**src/rtl/fft64_ctrl_if.sv**
```systemverilog
// Handshake and buffer-bus signals between the 64-point FFT sequencer,
// the sample buffer and the 8-point core.
interface fft64_ctrl_if;
  logic       start;
  logic       busy;
  logic       done;
  logic       rd_en;
  logic [2:0] rd_grp;
  logic       rd_pass;
  logic       core_vld;
  logic [2:0] wn_grp;
  logic       core_vld_out;
  logic       wr_en;
  logic [2:0] wr_grp;
  logic       wr_pass;
  logic       err;

  modport master (
    input  start, core_vld_out,
    output busy, done, rd_en, rd_grp, rd_pass, core_vld, wn_grp,
           wr_en, wr_grp, wr_pass, err
  );

  modport slave (
    output start, core_vld_out,
    input  busy, done, rd_en, rd_grp, rd_pass, core_vld, wn_grp,
           wr_en, wr_grp, wr_pass, err
  );
endinterface

```
**src/rtl/fft64_ctrl.sv**
```systemverilog
// Two-pass (8 x 8) sequencer that runs a 64-point FFT through an 8-point core.
// Optional WAIT-state watchdog is built when FFT64_CTRL_TIMEOUT_EN is defined.
module fft64_ctrl #(
  parameter int CORE_LAT = 2,
  parameter int TO_CYC   = 16
) (
  input logic          clk,
  input logic          rst,
  fft64_ctrl_if.master bus
);
  // state | meaning
  // IDLE  | waiting for start
  // RD0   | pass-0 buffer reads, groups 0..7
  // WAIT0 | collecting remaining pass-0 core results
  // RD1   | pass-1 buffer reads, groups 0..7
  // WAIT1 | collecting remaining pass-1 core results
  // DONE  | one-cycle done pulse
  typedef enum logic [2:0] {
    IDLE  = 3'd0,
    RD0   = 3'd1,
    WAIT0 = 3'd2,
    RD1   = 3'd3,
    WAIT1 = 3'd4,
    DONE  = 3'd5
  } state_t;

  if (CORE_LAT < 1 || TO_CYC < 1) begin : g_param_chk
    $error("fft64_ctrl: CORE_LAT and TO_CYC must be at least 1");
  end

  state_t     state;
  state_t     state_nxt;
  logic [2:0] rd_cnt;
  logic [3:0] wr_cnt;
  logic       core_vld_q;
  logic [2:0] wn_grp_q;
  logic       err_q;

  logic in_rd;
  logic in_wait;
  logic in_pass;
  logic pass1;
  logic wr_ok;
  logic wr_en;
  logic pass_wr_done;
  logic err_set;

  assign in_rd   = (state == RD0) || (state == RD1);
  assign in_wait = (state == WAIT0) || (state == WAIT1);
  assign in_pass = in_rd || in_wait;
  assign pass1   = (state == RD1) || (state == WAIT1);

  // wr_cnt[3] marks that all eight results of the pass were already taken
  assign wr_ok        = in_pass && !wr_cnt[3];
  assign wr_en        = bus.core_vld_out && wr_ok;
  assign pass_wr_done = (wr_en && (wr_cnt == 4'd7)) || wr_cnt[3];

`ifdef FFT64_CTRL_TIMEOUT_EN
  localparam int TO_W = $clog2(TO_CYC + 1);

  logic [TO_W-1:0] to_cnt;
  logic            to_fire;

  // to_cnt holds cycles since the last accepted write; fire on the edge it reaches TO_CYC
  assign to_fire = in_wait && !wr_en && (to_cnt == TO_W'(TO_CYC - 1));

  always_ff @(posedge clk or posedge rst) begin
    if (rst) begin
      to_cnt <= '0;
    end else if (!in_pass) begin
      to_cnt <= '0;
    end else if (wr_en) begin
      to_cnt <= TO_W'(1);
    end else if (in_wait) begin
      to_cnt <= to_cnt + 1'b1;
    end
  end

  assign err_set = (bus.core_vld_out && !wr_ok) || to_fire;
`else
  assign err_set = bus.core_vld_out && !wr_ok;
`endif

  always_ff @(posedge clk or posedge rst) begin
    if (rst) begin
      state <= IDLE;
    end else begin
      state <= state_nxt;
    end
  end

  always_comb begin
    state_nxt = state;
    case (state)
      IDLE:    if (bus.start) state_nxt = RD0;
      RD0:     if (rd_cnt == 3'd7) state_nxt = WAIT0;
      WAIT0:   if (pass_wr_done) state_nxt = RD1;
      RD1:     if (rd_cnt == 3'd7) state_nxt = WAIT1;
      WAIT1:   if (pass_wr_done) state_nxt = DONE;
      DONE:    state_nxt = IDLE;
      default: state_nxt = IDLE;
    endcase
`ifdef FFT64_CTRL_TIMEOUT_EN
    if (to_fire) state_nxt = IDLE;
`endif
  end

  always_ff @(posedge clk or posedge rst) begin
    if (rst) begin
      rd_cnt <= 3'd0;
    end else if (in_rd) begin
      rd_cnt <= rd_cnt + 3'd1;
    end else begin
      rd_cnt <= 3'd0;
    end
  end

  // write count restarts whenever a new pass begins or the run ends
  always_ff @(posedge clk or posedge rst) begin
    if (rst) begin
      wr_cnt <= 4'd0;
    end else if ((state_nxt != state) &&
                 ((state_nxt == RD0) || (state_nxt == RD1) || (state_nxt == IDLE))) begin
      wr_cnt <= 4'd0;
    end else if (wr_en) begin
      wr_cnt <= wr_cnt + 4'd1;
    end
  end

  // buffer read data reaches the core one cycle after the read strobe
  always_ff @(posedge clk or posedge rst) begin
    if (rst) begin
      core_vld_q <= 1'b0;
      wn_grp_q   <= 3'd0;
    end else begin
      core_vld_q <= in_rd;
      wn_grp_q   <= rd_cnt;
    end
  end

  always_ff @(posedge clk or posedge rst) begin
    if (rst) begin
      err_q <= 1'b0;
    end else if (err_set) begin
      err_q <= 1'b1;
    end else if ((state == IDLE) && bus.start) begin
      err_q <= 1'b0;
    end
  end

  assign bus.busy     = (state != IDLE);
  assign bus.done     = (state == DONE);
  assign bus.rd_en    = in_rd;
  assign bus.rd_grp   = rd_cnt;
  assign bus.rd_pass  = (state == RD1);
  assign bus.core_vld = core_vld_q;
  assign bus.wn_grp   = wn_grp_q;
  assign bus.wr_en    = wr_en;
  assign bus.wr_grp   = wr_cnt[2:0];
  assign bus.wr_pass  = pass1;
  assign bus.err      = err_q;
endmodule

```
**src/flat_wrapper.sv**
```systemverilog
// flat-port wrapper written by rule: the top's interface ports become plain ports
module fft64_ctrl_flat 
#(
  parameter int CORE_LAT = 2,
  parameter int TO_CYC   = 16
)
  (clk, rst, bus_start, bus_core_vld_out, bus_busy, bus_done, bus_rd_en, bus_rd_grp, bus_rd_pass, bus_core_vld, bus_wn_grp, bus_wr_en, bus_wr_grp, bus_wr_pass, bus_err);
  fft64_ctrl_if bus_i ();
  input logic clk;
  input logic rst;
  input wire logic [$bits(bus_i.start)-1:0] bus_start;
  input wire logic [$bits(bus_i.core_vld_out)-1:0] bus_core_vld_out;
  output wire logic [$bits(bus_i.busy)-1:0] bus_busy;
  output wire logic [$bits(bus_i.done)-1:0] bus_done;
  output wire logic [$bits(bus_i.rd_en)-1:0] bus_rd_en;
  output wire logic [$bits(bus_i.rd_grp)-1:0] bus_rd_grp;
  output wire logic [$bits(bus_i.rd_pass)-1:0] bus_rd_pass;
  output wire logic [$bits(bus_i.core_vld)-1:0] bus_core_vld;
  output wire logic [$bits(bus_i.wn_grp)-1:0] bus_wn_grp;
  output wire logic [$bits(bus_i.wr_en)-1:0] bus_wr_en;
  output wire logic [$bits(bus_i.wr_grp)-1:0] bus_wr_grp;
  output wire logic [$bits(bus_i.wr_pass)-1:0] bus_wr_pass;
  output wire logic [$bits(bus_i.err)-1:0] bus_err;
  assign bus_i.start = bus_start;
  assign bus_i.core_vld_out = bus_core_vld_out;
  assign bus_busy = bus_i.busy;
  assign bus_done = bus_i.done;
  assign bus_rd_en = bus_i.rd_en;
  assign bus_rd_grp = bus_i.rd_grp;
  assign bus_rd_pass = bus_i.rd_pass;
  assign bus_core_vld = bus_i.core_vld;
  assign bus_wn_grp = bus_i.wn_grp;
  assign bus_wr_en = bus_i.wr_en;
  assign bus_wr_grp = bus_i.wr_grp;
  assign bus_wr_pass = bus_i.wr_pass;
  assign bus_err = bus_i.err;
  fft64_ctrl #(.CORE_LAT(CORE_LAT), .TO_CYC(TO_CYC)) u_core (.clk(clk), .rst(rst), .bus(bus_i));
endmodule
```
**config.mk**
```make
export PLATFORM = sky130hd
export DESIGN_NAME = fft64_ctrl_flat
export DESIGN_NICKNAME = d
export VERILOG_FILES = /design/src/rtl/fft64_ctrl_if.sv /design/src/rtl/fft64_ctrl.sv /design/src/flat_wrapper.sv
export SDC_FILE = /design/constraint.sdc
export NUM_CORES = 1
export LEC_CHECK = 0
export ABC_CLOCK_PERIOD_IN_PS = 1900
export CAP_MARGIN = 5
export CORE_MARGIN = 4
export CORE_UTILIZATION = 34
export CTS_CLUSTER_DIAMETER = 100
export CTS_CLUSTER_SIZE = 12
export DETAILED_ROUTE_END_ITERATION = 10
export GPL_ROUTABILITY_DRIVEN = 0
export GPL_TIMING_DRIVEN = 0
export PLACE_DENSITY = 0.65
export RECOVER_POWER = 50
export SLEW_MARGIN = 10
export SYNTH_ARGS = -nofsm -noshare
export SYNTH_HDL_FRONTEND = slang
export SYNTH_SLANG_ARGS = --single-unit
```
**constraint.sdc**
```tcl
create_clock -name clk -period 1.9 [get_ports clk]
set_clock_uncertainty 0.05 [all_clocks]
set_input_delay 0.19 -clock clk [delete_from_list [all_inputs] [get_ports clk]]
set_output_delay 0.19 -clock clk [all_outputs]
set_load 0.05 [all_outputs]
```
==> impl_metrics.json <==
{
  "drv_cap": 0,
  "period_needed_ns": 1.93,
  "cp.required_ns": 1.66,
  "overflow": 0,
  "ys_top_cells_by_count": "15 x dfrtp_1, 8 x nand2_1, 4 x inv_1, 4 x nor2_1",
  "clock_sinks": 15,
  "r2r_setup_slack_ns": 0.17,
  "violations": "setup timing",
  "vias": 572,
  "end_kind": "primary output",
  "hold_viol": 0,
  "slew_violations": 0,
  "multi_input_area_um2": 287,
  "synth_nets": 76,
  "antenna_found_initial": 0,
  "syn_area_um2": 741,
  "criticalPathCategory": "reg -> out",
  "rows": 16,
  "synth_top_area_cell": "dfrtp_1",
  "cts_tree": "yes",
  "status": "complete, but fails checks",
  "grt_pass1_vias": 548,
  "setup_slack_ns": -0.0315,
  "cp-start-kind": "flip-flop",
  "drt-total-wl_um": 1440,
  "ys_ff_latch": 15,
  "drc": 0,
  "die_width_um": 54.7,
  "coreArea_mm2": 0.00202,
  "cts_root_buffer": "clkbuf_4",
  "clk_path_buf_depth": 2,
  "r2r_cells": 7,
  "dieHeight_um": 54.7,
  "syn_avg_cell_area_um2": 10.7,
  "dr.pass1.iters": 3,
  "path_max_fanout": 8,
  "crit_start": "u_core.state[2]",
  "tightest_slew_ns": 0.569,
  "finalNetCount": 105,
  "period_share_pct": 102,
  "synthFlopType": "dfrtp_1",
  "ant_nets": 0,
  "dp_hpwl_um": 1050,
  "fillCellCount": 198,
  "synth_edf_count": 0,
  "seq_area_um2": 377,
  "drive_above_1_share_pct": 25.8,
  "async_reset_ff_share_pct": 100,
  "synth_warnings": 0,
  "r2r-end": "u_core.wr_cnt[2]",
  "synth_cells": 69,
  "yosysTopAreaCellShare_pct": 50.7,
  "wire_per_inst_um": 11.6,
  "hold_buffers": 0,
  "via_per_inst": 4.61,
  "critPathArrivalTime_ns": 1.69,
  "netlist-cell-type-count": 26,
  "insertion_delay_ns": 0.28,
  "io_buffers": 20,
  "antenna_cells": 0,
  "r2r-start": "u_core.state[2]",
  "yosysSeqAreaShare_pct": 50.7,
  "htree_levels": 1,
  "pin_count": 21,
  "hold_class": "in -> async",
  "synth_area_leaders": "dfrtp_1 51%, ha_1 5.1%, buf_6 4.6%, nand2_1 4.1%, a211oi_1 3.0%",
  "start_util_pct": 36.6,
  "syn2layout_area_growth_pct": 38.7,
  "cts_inserted_buffers": 3,
  "final.setup.tns_ns": -0.0315,
  "crit_end": "bus_wr_en",
  "drt-initial-drc-count": 3,
  "rsz0062_at_grt": "true",
  "grt_first_pass_wirelength_um": 2330,
  "synth_most_common_cell": "dfrtp_1",
  "gr-usage-all-layers_pct": 10.8,
  "setup_viol": 1,
  "timing.fmax_ghz": 0.518,
  "grt_max_degree": 16,
  "die_area_mm2": 0.00299,
  "clk_pin_slew_ns": 0.09,
  "timing.slew.headroom_pct": 61.8
}
sequential cells by signal, summed over array words and instances, names as in the netlist:
signal	cells
u_core.wr_cnt	4
u_core.bus.rd_grp	3
u_core.bus.wn_grp	3
u_core.state	3
u_core.bus.core_vld	1
u_core.bus.err	1
critical path: stages (launching register included):
cell	delay (ns)
dfrtp_1	0.35
buf_6	0.12
or3b_1	0.36
buf_6	0.14
a211oi_4	0.25
buf_6	0.19
what timing repair did:
action | CTS | global route
cloned | 0 | 0
pin swaps | 0 | 1
resized for setup | 19 | 4
buffers inserted | 0 | 4
endpoints found under the setup margin | 6 | 4
metal layers:
layer	routed length, um	track usage, %	vias up
met5	0	0	-
met4	10	3.73	0
met3	73	1.91	2
met2	682	17.3	16
met1	671	14.4	264
li1	-	-	290
kinds of logic (layout without fill, tap and decap cells):
family                   Yosys count  after routing  share of synthesized area (%)
XOR/XNOR                           3              3                           3.55
flip-flops                        15             15                           50.7
adder cells (fa/ha/maj)            3              3                           5.07
AO/OA/AOI/OAI                     17             17                           17.6
AND/OR/NAND/NOR                   19             19                           12.5
buffers and inverters             12             40                           10.6
cell usage in the layout (no fill, tap or decap), types with 2 or more instances in the layout:
master / instances
nor3_1: 2
clkdlybuf4s50_1: 12
inv_1: 4
nor2_1: 4
o21ai_0: 3
buf_4: 7
clkbuf_4: 3
dfrtp_1: 14
a31oi_1: 2
buf_6: 4
nand2_1: 8
inv_2: 2
a21oi_1: 2
ha_1: 3
a211oi_1: 3
and2_1: 2
xnor2_1: 2
metrics by stage:
step | utilization, % | setup slack [ns] | std cells | hold slack, ns | area (um^2)
2_1_floorplan | - | -0.0279 | 69 | 0.0415 | 741
3_3_place_gp | 48.2 | -0.404 | 116 | 0.342 | 975
3_5_place_dp | 48.2 | -0.424 | 116 | 0.350 | 975
4_1_cts | 49.3 | -0.0965 | 120 | 0.218 | 997
5_1_grt | 50.8 | -0.0774 | 124 | 0.381 | 1030
6_report | 50.8 | -0.0315 | 124 | 0.340 | 1030
final cells by class:
class | count | share of cell area (%)
repair buffers | 24 | 21.8
inverters | 6 | 2.19
plain buffers | 6 | 5.48
clock buffers | 3 | 2.19
flip-flops and latches | 15 | 36.7
multi-input cells | 42 | 27.9
clock inverters | 1 | 0.487
well taps | 27 | 3.29
worst min path at each step:
stage | start | slack [ns] | cells past startpoint | to
global route | u_core.bus.rd_grp[1] | 0.38 | 0 | u_core.bus.wn_grp[1]
detailed placement | u_core.bus.rd_grp[1] | 0.35 | 0 | u_core.bus.wn_grp[1]
global placement | u_core.bus.rd_grp[1] | 0.34 | 0 | u_core.bus.wn_grp[1]
finish | rst | 0.34 | 2 | u_core.bus.core_vld
CTS | rst | 0.22 | 2 | u_core.bus.wn_grp[0]
floorplan | rst | 0.04 | 1 | u_core.bus.core_vld
Power is not shown: default switching activity piles up to over one toggle a cycle in this logic, so the estimate is an artifact.
